<file path="config.mk">
export PLATFORM = sky130hd
export DESIGN_NAME = dmem_arb
export DESIGN_NICKNAME = d
export VERILOG_FILES = /design/src/rtl/dmem_arb.sv
export SDC_FILE = /design/constraint.sdc
export NUM_CORES = 1
export LEC_CHECK = 0
export CORE_ASPECT_RATIO = 0.9
export CORE_MARGIN = 3
export CORE_UTILIZATION = 48
export CTS_CLUSTER_DIAMETER = 30
export DETAILED_ROUTE_END_ITERATION = 7
export PLACE_DENSITY = 0.89
export SETUP_SLACK_MARGIN = 0.4
export SKIP_LAST_GASP = 1
export SYNTH_ARGS = -nofsm -noshare
export SYNTH_HDL_FRONTEND = slang
export SYNTH_SLANG_ARGS = --single-unit
</file>
<file path="constraint.sdc">
create_clock -name clk -period 4.27 [get_ports clk]
set_input_delay 0.854 -clock clk [delete_from_list [all_inputs] [get_ports clk]]
set_output_delay 0.854 -clock clk [all_outputs]
set_load 0.005 [all_outputs]
</file>
<file path="src/rtl/dmem_arb.sv">
// Two-port round-robin arbiter in front of a single-port word memory, with read-modify-write for byte writes.
// Latency: grant is combinational; rvalid 2 cycles after grant (3 cycles for partial byte-enable writes).
// Backpressure: requests are held until gnt; no grant is issued while an access is in flight.
module dmem_arb #(
   parameter logic RR_INIT = 1'b0
) (
   input  logic        clk,
   input  logic        rst_n,
   input  logic        req0,
   input  logic        req1,
   input  logic        we0,
   input  logic        we1,
   input  logic [31:0] addr0,
   input  logic [31:0] addr1,
   input  logic [31:0] wdata0,
   input  logic [31:0] wdata1,
   input  logic [3:0]  be0,
   input  logic [3:0]  be1,
   output logic        gnt0,
   output logic        gnt1,
   output logic        rvalid0,
   output logic        rvalid1,
   output logic [31:0] rdata0,
   output logic [31:0] rdata1,
   output logic        busy,
   output logic        mem_re,
   output logic        mem_we,
   output logic [31:0] mem_addr,
   output logic [31:0] mem_wdata,
   input  logic [31:0] mem_rdata
);

   typedef enum logic [1:0] {
      IDLE   = 2'd0,
      ACCESS = 2'd1,
      RMW    = 2'd2
   } state_t;

   state_t      r_state;
   state_t      w_state_nxt;

   logic        r_ptr;
   logic        r_owner;
   logic        r_we;
   logic [31:0] r_addr;
   logic [31:0] r_wdata;
   logic [3:0]  r_be;
   logic [31:0] r_merge;
   logic [31:0] r_rdata0;
   logic [31:0] r_rdata1;
   logic        r_rvalid0;
   logic        r_rvalid1;

   logic        w_gnt0;
   logic        w_gnt1;
   logic        w_mem_re;
   logic        w_mem_we;
   logic        w_done;
   logic [31:0] w_merge;
   logic        w_unused_addr_lsb;

   // Byte offsets are meaningless for a word memory; they are dropped at latch time.
   assign w_unused_addr_lsb = ^{addr0[1:0], addr1[1:0]};

   // Next-state, grant and memory strobes; grants are only issued from IDLE and never during reset.
   always_comb begin
      w_state_nxt = r_state;
      w_gnt0      = 1'b0;
      w_gnt1      = 1'b0;
      w_mem_re    = 1'b0;
      w_mem_we    = 1'b0;
      w_done      = 1'b0;
      case (r_state)
         IDLE: begin
            w_gnt0 = rst_n & req0 & (~req1 | ~r_ptr);
            w_gnt1 = rst_n & req1 & (~req0 |  r_ptr);
            if (w_gnt0 | w_gnt1) begin
               w_state_nxt = ACCESS;
            end
         end
         ACCESS: begin
            w_mem_re = 1'b1;
            if (r_we && (r_be == 4'hF)) begin
               w_mem_we    = 1'b1;
               w_done      = 1'b1;
               w_state_nxt = IDLE;
            end else if (r_we && (r_be != 4'h0)) begin
               w_state_nxt = RMW;
            end else begin
               // reads and empty-mask writes finish without touching memory contents
               w_done      = 1'b1;
               w_state_nxt = IDLE;
            end
         end
         RMW: begin
            w_mem_we    = 1'b1;
            w_done      = 1'b1;
            w_state_nxt = IDLE;
         end
         default: begin
            w_state_nxt = IDLE;
         end
      endcase
   end

   // Merge word for partial writes: enabled bytes from the request, the rest from the current memory word.
   always_comb begin
      w_merge = mem_rdata;
      for (int n = 0; n < 4; n++) begin
         if (r_be[n]) begin
            w_merge[8*n +: 8] = r_wdata[8*n +: 8];
         end
      end
   end

   // State register.
   always_ff @(posedge clk or negedge rst_n) begin
      if (!rst_n) begin
         r_state <= IDLE;
      end else begin
         r_state <= w_state_nxt;
      end
   end

   // Request latch and round-robin pointer; the pointer moves to the other port on every grant.
   always_ff @(posedge clk or negedge rst_n) begin
      if (!rst_n) begin
         r_ptr   <= RR_INIT;
         r_owner <= 1'b0;
         r_we    <= 1'b0;
         r_addr  <= 32'h0;
         r_wdata <= 32'h0;
         r_be    <= 4'h0;
      end else if (w_gnt0 | w_gnt1) begin
         r_ptr   <= w_gnt0;
         r_owner <= w_gnt1;
         r_we    <= w_gnt1 ? we1 : we0;
         r_addr  <= w_gnt1 ? {addr1[31:2], 2'b00} : {addr0[31:2], 2'b00};
         r_wdata <= w_gnt1 ? wdata1 : wdata0;
         r_be    <= w_gnt1 ? be1 : be0;
      end
   end

   // Merge word is captured during the read half of a partial write and replayed in RMW.
   always_ff @(posedge clk or negedge rst_n) begin
      if (!rst_n) begin
         r_merge <= 32'h0;
      end else if ((r_state == ACCESS) && r_we && (r_be != 4'hF)) begin
         r_merge <= w_merge;
      end
   end

   // Read data is captured only on read completions, so write completions leave rdata untouched.
   always_ff @(posedge clk or negedge rst_n) begin
      if (!rst_n) begin
         r_rdata0 <= 32'h0;
         r_rdata1 <= 32'h0;
      end else if ((r_state == ACCESS) && !r_we) begin
         if (r_owner) begin
            r_rdata1 <= mem_rdata;
         end else begin
            r_rdata0 <= mem_rdata;
         end
      end
   end

   // One-cycle completion pulse to the owning port.
   always_ff @(posedge clk or negedge rst_n) begin
      if (!rst_n) begin
         r_rvalid0 <= 1'b0;
         r_rvalid1 <= 1'b0;
      end else begin
         r_rvalid0 <= w_done & ~r_owner;
         r_rvalid1 <= w_done &  r_owner;
      end
   end

   assign gnt0      = w_gnt0;
   assign gnt1      = w_gnt1;
   assign rvalid0   = r_rvalid0;
   assign rvalid1   = r_rvalid1;
   assign rdata0    = r_rdata0;
   assign rdata1    = r_rdata1;
   assign busy      = (r_state != IDLE);
   assign mem_re    = w_mem_re;
   assign mem_we    = w_mem_we;
   assign mem_addr  = r_addr;
   assign mem_wdata = (r_state == RMW) ? r_merge : r_wdata;

endmodule

</file>
==> results of run 1 <==
worst min-delay path by stage:
| stage | from | to | slack, ns |
|---|---|---|---|
| floorplan | r_ptr | r_ptr | 0.46 |
| global placement | mem_addr[16] | mem_addr[16] | 0.48 |
| detailed placement | mem_addr[27] | mem_addr[27] | 0.49 |
| CTS | rst_n | r_wdata[8] | 0.31 |
| global route | rst_n | rdata1[5] | 0.32 |
| finish | rst_n | rdata1[5] | 0.31 |
area by class of cell:
cell class / instances / area, um2 / area share
flip-flops and latches: 169 / 4229 / 0.3673
multi-input cells: 490 / 3296 / 0.2862
repair buffers: 315 / 3122 / 0.2711
clock buffers: 22 / 484.2 / 0.04206
well taps: 202 / 252.7 / 0.02195
clock inverters: 10 / 107.6 / 0.009346
inverters: 6 / 22.52 / 0.001956
power by group:
| group | leakage, nW | internal [mW] | switching [mW] |
|---|---|---|---|
| Sequential | 2.03 | 2.42 | 0.514 |
| Combinational | 2.41 | 2.26 | 1.66 |
| Clock | 0.282 | 0.879 | 0.676 |
per-layer routing:
| layer | global-route usage | vias up | share of wire |
|---|---|---|---|
| met5 | 0 | - | 0 |
| li1 | - | 3126 | - |
| met3 | 0.08504 | 44 | 0.090 |
| met1 | 0.3570 | 3454 | 0.39 |
| met4 | 0.1009 | 0 | 0.026 |
| met2 | 0.4903 | 345 | 0.49 |
placed cells by master (no fill, tap or decap), drive strengths merged:
cell | netlist | final
mux2i | 32 | 32
nand3 | 70 | 70
and4 | 1 | 1
nand2b | 1 | 1
clkinvlp | 0 | 3
a31o | 1 | 1
conb | 1 | 2
clkbuf | 27 | 22
nor2 | 1 | 1
nand2 | 136 | 136
clkdlybuf4s50 | 0 | 301
inv | 6 | 10
and3 | 2 | 2
a21oi | 2 | 2
ha | 3 | 3
mux2 | 96 | 96
bufinv | 0 | 1
o31a | 1 | 1
buf | 37 | 14
o211ai | 68 | 68
nor4 | 1 | 1
o211a | 3 | 3
nand4 | 1 | 1
a2111oi | 1 | 1
a21o | 1 | 1
dfrtp | 169 | 169
clkinv | 0 | 2
o21a | 1 | 1
o21ai | 66 | 66
sequential cells by signal, indices dropped and copies added, names as in the netlist:
register,count
rdata1,32
r_ptr,1
r_state,2
r_merge,32
r_owner,1
rdata0,32
r_wdata,32
r_we,1
rvalid1,1
rvalid0,1
r_be,4
mem_addr,30
metrics by stage:
stage | cells | instance area [um2] | hold WS [ns]
after floorplan | 729 | 7898 | 0.4635
after global placement | 1182 | 10920 | 0.4778
after detailed placement | 1182 | 10920 | 0.4871
after CTS | 1214 | 11510 | 0.3105
after global routing | 1214 | 11510 | 0.3164
final | 1214 | 11510 | 0.3097
cells by family (layout without fill, tap and decap cells):
logic type,after synthesis,after routing,share of synthesized area
multiplexers,128,128,0.1785
buffers and inverters,70,353,0.04866
flip-flops,169,169,0.5357
other,1,2,0.0004751
AND/OR/NAND/NOR,213,213,0.1151
adder cells (fa/ha/maj),3,3,0.004756
AO/OA/AOI/OAI,144,144,0.1168
critical path, cell delays in order (launching register included):
cell             delay (ns)
dfrtp_1                0.38
inv_1                  0.10
ha_2                   0.83
mux2_2                 0.42
clkdlybuf4s50_1        0.48
==> flow_summary_export.csv, run 1 <==
group,metric,value,unit
pwr,static-leakage-power,4.721,nW
floorplanning,die_width,141.2,um
pwr,powerDensity,730.4,mW/mm2
final_layout,post_route_cells_drive_above_1_share,0.1482,
grt,grt_pass1_wl,40.81,mm
floorplanning,die_h,127.7,um
placement,global_placer_s_final_weighted_congestion,0.8234,
cts,tritoncts.num_buffers,17,
timing,setup_viol,0,
setup_path,worst_setup_path_endpoint,"mem_wdata[19]",
route,firstDrtPassIters,5,
final_layout,final_core_util,0.7304,
cts,cts_htree_levels,4,
placement,place_hpwl,17.48,mm
route,detail_route.drc_violations,0,
timing,setup_slack,0.7449,ns
synthesis,ys_dominant_reg_cell,"dfrtp_1",
timing,slew_headroom,0.1352,
hold_path,min-delay-path-class,"in -> async",
grt,number_of_global_route_vias_before_repair,7359,
route,routedWlPerCell,21.55,um
cts,cts.repair.resized,0,
synthesis,synth_commonest_cells,"169 x dfrtp_1, 135 x nand2_1, 94 x mux2_2",
grt,number_of_antenna_violations_at_the_first_check_in_global_routing,0,
timing,setup_tns,0,ns
final_layout,net_total_in_the_final_layout,1176,
setup_path,timing.reg2reg.setup_slack,1.75,ns
setup_path,critical_path_peak_fanout,35,
final_layout,flow.area_growth_from_synthesis,45.85,%
cts,worst_setup_hold_path_clk_slew,0.07,ns
synthesis,yosysTopAreaCell,"dfrtp_1",
setup_path,cp_data_required_time,3.42,ns
route,routed-via-count,6969,
synthesis,mappedNetlistArea,0.007894,mm2
synthesis,ys_async_sr_fraction,1.000,
grt,grt_start_max_net_pins,77,
timing,worstMarginPinSlew,1.294,ns
status,outcome,"finished, final reports clean",
synthesis,yosys_warnings,0,
setup_path,worst-endpoint-arrival,2.67,ns
placement,dp_worst_setup_slack,1.112,ns
floorplanning,io_pins,309,
synthesis,synthesis.area_per_instance,10.84,um2
setup_path,cp_capture_type,"output pin",
synthesis,post_synth_inst_count,728,
grt,gr-total-overflow,0,
synthesis,yosys_register_bits,169,
final_layout,insertedDiodeCount,0,
route,wl,26.16,mm
setup_path,rr_worst_depth,3,
setup_path,regToRegStartpoint,"r_be[2]",
setup_path,critPathLaunch,"r_state[0]",
cts,clock-sinks,169,
synthesis,synth-edff-count,0,
final_layout,nFillCells,1091,
cts,cts_tree,"done",
timing,rsz_0062_raised_after_global_routing,"false",
synthesis,synth.area.top_cells,"dfrtp_1 54%, mux2_2 13%, o211ai_1 6.5%",
synthesis,synth.lib_cells_used.distinct,34,
placement,io_buffers,302,
timing,clock.fmax,0.2837,GHz
cts,cts.hold.buffers_added,0,
route,drtAntennaViolNets,0,
timing,finalCritPeriodShare,0.8256,
synthesis,yosys.area.top_type_share,0.5357,
setup_path,start_kind,"flop",
flow_run,maxCapViolations,0,
route,drt_first_iter_violations,440,
cts,cts_post_setup_buffers_inserted,0,
timing,slew_violations,0,
timing,finalClockSkew,0.01375,ns
setup_path,worstSetupPathType,"reg -> out",
synthesis,synth.most_common_cell,"dfrtp_1",
floorplanning,floorplan.initialDensity,0.5008,
grt,grt_use_total,0.2902,
pwr,ir_drop,487.8,uV
floorplanning,core_area,0.01576,mm2
floorplanning,die_area,0.01802,mm2
timing,finalHoldViolations,0,
setup_path,reg2reg_to,"r_merge[26]",
cts,clk_path_buf_depth,2,
cts,clock_latency,0.42,ns
synthesis,ys_seq_area_frac,0.5357,
timing,period_minus_slack,3.525,ns
cts,cts-root-buf,"clkbuf_16",
pwr,total_power,8.409,mW
floorplanning,floorplan.rows,43,
route,vias_per_cell,5.741,
No activity file was read; power rests on OpenSTA's default activity.
==> run 2: changes to the inputs <==
Settings changed: CORE_UTILIZATION 48 to 44, PLACE_DENSITY 0.89 to 0.83.
Clock period 4.27 ns to 3.4 ns, I/O delays scaled along.
==> flow_summary_export.csv, run 2 (same netlist as run 1, synthesis figures left out) <==
group,metric,value,unit
final_layout,most-common-layout-cells,"301 x clkdlybuf4s50_1, 169 x dfrtp_1, 135 x nand2_1",
grt,grt_use_total,0.2595,
cts,clock-sinks,169,
floorplanning,die_width,147.2,um
route,met2_wl_post_dr,12.40,mm
timing,finalClockSkew,0.009929,ns
timing,finalCritPeriodShare,0.8524,
timing,setup_tns,0,ns
final_layout,final_common_cell,"clkdlybuf4s50_1",
final_layout,insertedDiodeCount,0,
grt,grt_start_max_net_pins,169,
route,vias_per_cell,5.542,
cts,clk_path_buf_depth,2,
cts,cts_tree,"done",
setup_path,rr_worst_depth,6,
route,wl,25.80,mm
pwr,static-leakage-power,4.773,nW
timing,setup_viol,0,
timing,rsz_0062_raised_after_global_routing,"false",
cts,clock_latency,0.42,ns
placement,global_placer_s_final_weighted_congestion,0.7854,
floorplanning,die_h,133.1,um
grt,grt_pass1_wl,40.15,mm
timing,slew_headroom,0.2228,
placement,io_buffers,302,
final_layout,net_total_in_the_final_layout,1182,
final_layout,post_route_cells_drive_above_1_share,0.1535,
floorplanning,core_area,0.01723,mm2
cts,tritoncts.num_buffers,17,
final_layout,nFillCells,1329,
status,outcome,"finished, final reports clean",
grt,number_of_global_route_vias_before_repair,7107,
hold_path,min-delay-path-class,"in -> async",
setup_path,regToRegStartpoint,"r_state[0]",
timing,worstMarginPinSlew,1.166,ns
floorplanning,io_pins,309,
pwr,ir_drop,523.1,uV
setup_path,reg2reg_to,"r_wdata[10]",
setup_path,timing.reg2reg.setup_slack,1.15,ns
floorplanning,die_area,0.01959,mm2
timing,slew_violations,0,
route,detail_route.drc_violations,0,
setup_path,worstSetupPathType,"reg -> out",
route,drt_first_iter_violations,351,
setup_path,critical_path_peak_fanout,35,
timing,clock.fmax,0.3450,GHz
floorplanning,floorplan.initialDensity,0.4582,
cts,cts_htree_levels,4,
timing,period_minus_slack,2.898,ns
setup_path,cp_data_required_time,2.72,ns
pwr,powerDensity,914.6,mW/mm2
grt,number_of_antenna_violations_at_the_first_check_in_global_routing,0,
final_layout,final_core_util,0.6768,
placement,place_hpwl,17.24,mm
flow_run,maxCapViolations,0,
route,dr.max_layer_used,"met4",
cts,cts.repair.resized,1,
route,drtAntennaViolNets,0,
route,routedWlPerCell,20.62,um
cts,cts_post_setup_buffers_inserted,0,
timing,finalHoldViolations,0,
grt,gr-total-overflow,0,
cts,worst_setup_hold_path_clk_slew,0.06,ns
floorplanning,floorplan.rows,45,
setup_path,cp_capture_type,"output pin",
route,firstDrtPassIters,5,
final_layout,flow.area_growth_from_synthesis,47.71,%
route,detailroute.wirelength.met3,2.313,mm
cts,cts.hold.buffers_added,0,
setup_path,worst-endpoint-arrival,2.22,ns
route,routed-via-count,6933,
setup_path,start_kind,"flop",
route,wl_met1,10.58,mm
cts,cts-root-buf,"clkbuf_16",
==> run 2: how the worst max path moves through the flow <==
stage | cells after the start | start | to | slack (ns)
final | 5 | r_state[0] | mem_wdata[14] | 0.50
after global placement | 4 | req0 | gnt0 | 0.55
after CTS | 5 | r_state[0] | mem_wdata[14] | 0.40
after global routing | 5 | r_state[0] | mem_wdata[27] | 0.42
after detailed placement | 4 | req0 | gnt0 | 0.51
after floorplan | 5 | r_state[0] | mem_wdata[10] | 1.29
==> run 2: per-stage QoR <==
step / setup WS, ns / area (um2) / total power, mW / hold WS, ns / std cells
global placement: 0.5496 / 11020 / 8.440 / 0.4753 / 1221
floorplan: 1.287 / 7898 / 5.918 / 0.3844 / 729
detailed placement: 0.5139 / 11020 / 8.609 / 0.4776 / 1221
CTS: 0.4006 / 11640 / 10.73 / 0.02665 / 1251
finish: 0.5018 / 11660 / 10.66 / 0.04580 / 1251
global route: 0.4224 / 11660 / 11.31 / 0.02197 / 1251
==> run 2: layer usage <==
layer | vias to the layer above | track usage
met1 | 3453 | 0.3352
met3 | 36 | 0.08253
met4 | 0 | 0.08385
met2 | 313 | 0.4176
li1 | 3131 | -
met5 | - | 0
==> run 2: layout make-up <==
class	count	area (um2)	area share
inverter	6	22.52	0.001932
tap	235	294.0	0.02522
clock buffer	17	425.4	0.03648
multi-input combinational	490	3298	0.2829
timing repair buffer	321	3196	0.2741
sequential	169	4229	0.3627
clock inverter	13	195.2	0.01674
==> run 2: report_power, final <==
group | leakage, nW | switching (mW) | internal (mW)
clock | 0.298 | 0.828 | 1.24
combinational | 2.44 | 2.10 | 2.88
sequential | 2.03 | 0.595 | 3.03
total | 4.77 | 3.52 | 7.15
==> run 2: critical path, cell delays in order, from the launching register on <==
cell and delay, ns:
dfrtp_1 0.39, inv_1 0.10, ha_2 0.20, buf_12 0.24
mux2_2 0.39, clkdlybuf4s50_1 0.47
==> run 3: changes to the inputs <==
Settings changed: REMOVE_ABC_BUFFERS from default to 1.
==> flow_summary_export.csv, run 3 (same netlist as run 1, synthesis figures left out) <==
group,metric,value,unit
cts,worst_setup_hold_path_clk_slew,0.07,ns
timing,finalCritPeriodShare,0.8465,
cts,cts_tree,"done",
route,vias_per_cell,5.486,
pwr,ir_drop,441.9,uV
final_layout,insertedDiodeCount,0,
placement,dp_worst_setup_slack,0.5433,ns
route,drtAntennaViolNets,0,
final_layout,final_cell_area,0.01167,mm2
setup_path,start_kind,"flop",
pwr,powerDensity,912.4,mW/mm2
grt,grt_start_max_net_pins,69,
route,wl,25.19,mm
route,routed-via-count,6858,
setup_path,worstSetupPathType,"reg -> out",
floorplanning,floorplan.initialDensity,0.4582,
final_layout,post_route_cells_drive_above_1_share,0.1547,
status,outcome,"finished, final reports clean",
timing,setup_slack,0.5220,ns
hold_path,min-delay-path-class,"in -> async",
timing,finalHoldViolations,0,
timing,worstMarginPinSlew,0.9814,ns
floorplanning,floorplan.rows,45,
setup_path,cp_capture_type,"output pin",
grt,number_of_global_route_vias_before_repair,7002,
route,firstDrtPassIters,5,
placement,io_buffers,302,
timing,worst_hold_slack,0.03431,ns
timing,slew_violations,0,
cts,tritoncts.num_buffers,17,
timing,slew_headroom,0.3457,
grt,gr-total-overflow,0,
cts,clock-sinks,169,
floorplanning,core_area,0.01723,mm2
grt,grt_pass1_wl,39.21,mm
timing,clock.fmax,0.3475,GHz
floorplanning,io_pins,309,
floorplanning,die_area,0.01959,mm2
placement,place_hpwl,16.63,mm
grt,grt_use_total,0.2529,
setup_path,cp_data_required_time,2.72,ns
cts,clk_path_buf_depth,2,
floorplanning,die_width,147.2,um
setup_path,critical_path_peak_fanout,12,
grt,number_of_antenna_violations_at_the_first_check_in_global_routing,0,
cts,cts_htree_levels,4,
timing,setup_viol,0,
final_layout,flow.area_growth_from_synthesis,47.84,%
flow_run,maxCapViolations,0,
floorplanning,die_h,133.1,um
timing,rsz_0062_raised_after_global_routing,"true",
final_layout,most-common-layout-cells,"301 x clkdlybuf4s50_1, 167 x dfrtp_1, 135 x nand2_1",
cts,clock_latency,0.42,ns
pwr,static-leakage-power,4.767,nW
cts,cts.hold.buffers_added,0,
route,routedWlPerCell,20.15,um
placement,global_placer_s_final_weighted_congestion,0.8269,
timing,period_minus_slack,2.878,ns
route,detail_route.drc_violations,0,
setup_path,rr_worst_depth,4,
cts,cts-root-buf,"clkbuf_16",
timing,finalClockSkew,0.01036,ns
route,drt_first_iter_violations,356,
timing,setup_tns,0,ns
final_layout,net_total_in_the_final_layout,1179,
final_layout,final_common_cell,"clkdlybuf4s50_1",
setup_path,worst-endpoint-arrival,2.20,ns
placement,postPlaceCellArea,0.01101,mm2
-- run 3: changes by cell type in the layout (fill, tap and decap cells not counted), sizes merged --
cell / delta
clkinvlp: -1
inv: +2
buf: -3
clkbuf: +2
bufinv: -1
-- run 3: per-layer routing --
metal | wire length, um | up-vias | GRT usage
met4 | 563 | 0 | 0.07505
met5 | 0 | - | 0
met2 | 12270 | 288 | 0.4255
li1 | - | 3127 | -
met1 | 10210 | 3405 | 0.3051
met3 | 2157 | 38 | 0.09349
-- run 3: final cells by class --
cell class | count | area, um2
fillers | 1344 | 5559
flip-flops and latches | 169 | 4232
multi-input cells | 490 | 3313
repair buffers | 318 | 3182
clock buffers | 19 | 442.9
well taps | 235 | 294.0
clock inverters | 13 | 183.9
inverters | 6 | 22.52
-- run 3: repair_timing --
action | 4_1_cts | 5_1_grt
buffers inserted | 1 | 0
resized for setup | 1 | 3
endpoints found under the setup margin | 20 | 2
pin swaps | 1 | 0
-- run 3: power breakdown --
| part | switching, mW | total, mW | internal [mW] |
|---|---|---|---|
| Clock | 0.859 | 2.06 | 1.20 |
| Combinational | 2.02 | 4.89 | 2.87 |
| Sequential | 0.661 | 3.70 | 3.03 |
-- run 3: final timing paths --
path | start | endpoint | slack [ns]
worst max-delay path | r_be[3] | mem_we | 0.52
worst max register to register | r_be[3] | r_merge[18] | 1.16
min in group clk | mem_addr[29] | mem_addr[29] | 0.49
worst min-delay path | rst_n | r_ptr | 0.03
max in group asynchronous | rst_n | rdata0[8] | 1.88
worst min register to register | mem_addr[29] | mem_addr[29] | 0.49
-- run 3: per-stage QoR --
step / total power, mW / cells / util
2_1_floorplan: 5.748 / 665 / -
3_3_place_gp: 8.434 / 1217 / 0.6389
3_5_place_dp: 8.591 / 1217 / 0.6389
4_1_cts: 10.73 / 1250 / 0.6771
5_1_grt: 11.29 / 1250 / 0.6773
6_report: 10.65 / 1250 / 0.6773
-- run 3: worst max-delay path: stages (launching register included) --
cell and delay (ns):
dfrtp_1 0.74, nand4_1 0.23, nor2_1 0.14, o21a_1 0.12, clkdlybuf4s50_1 0.55
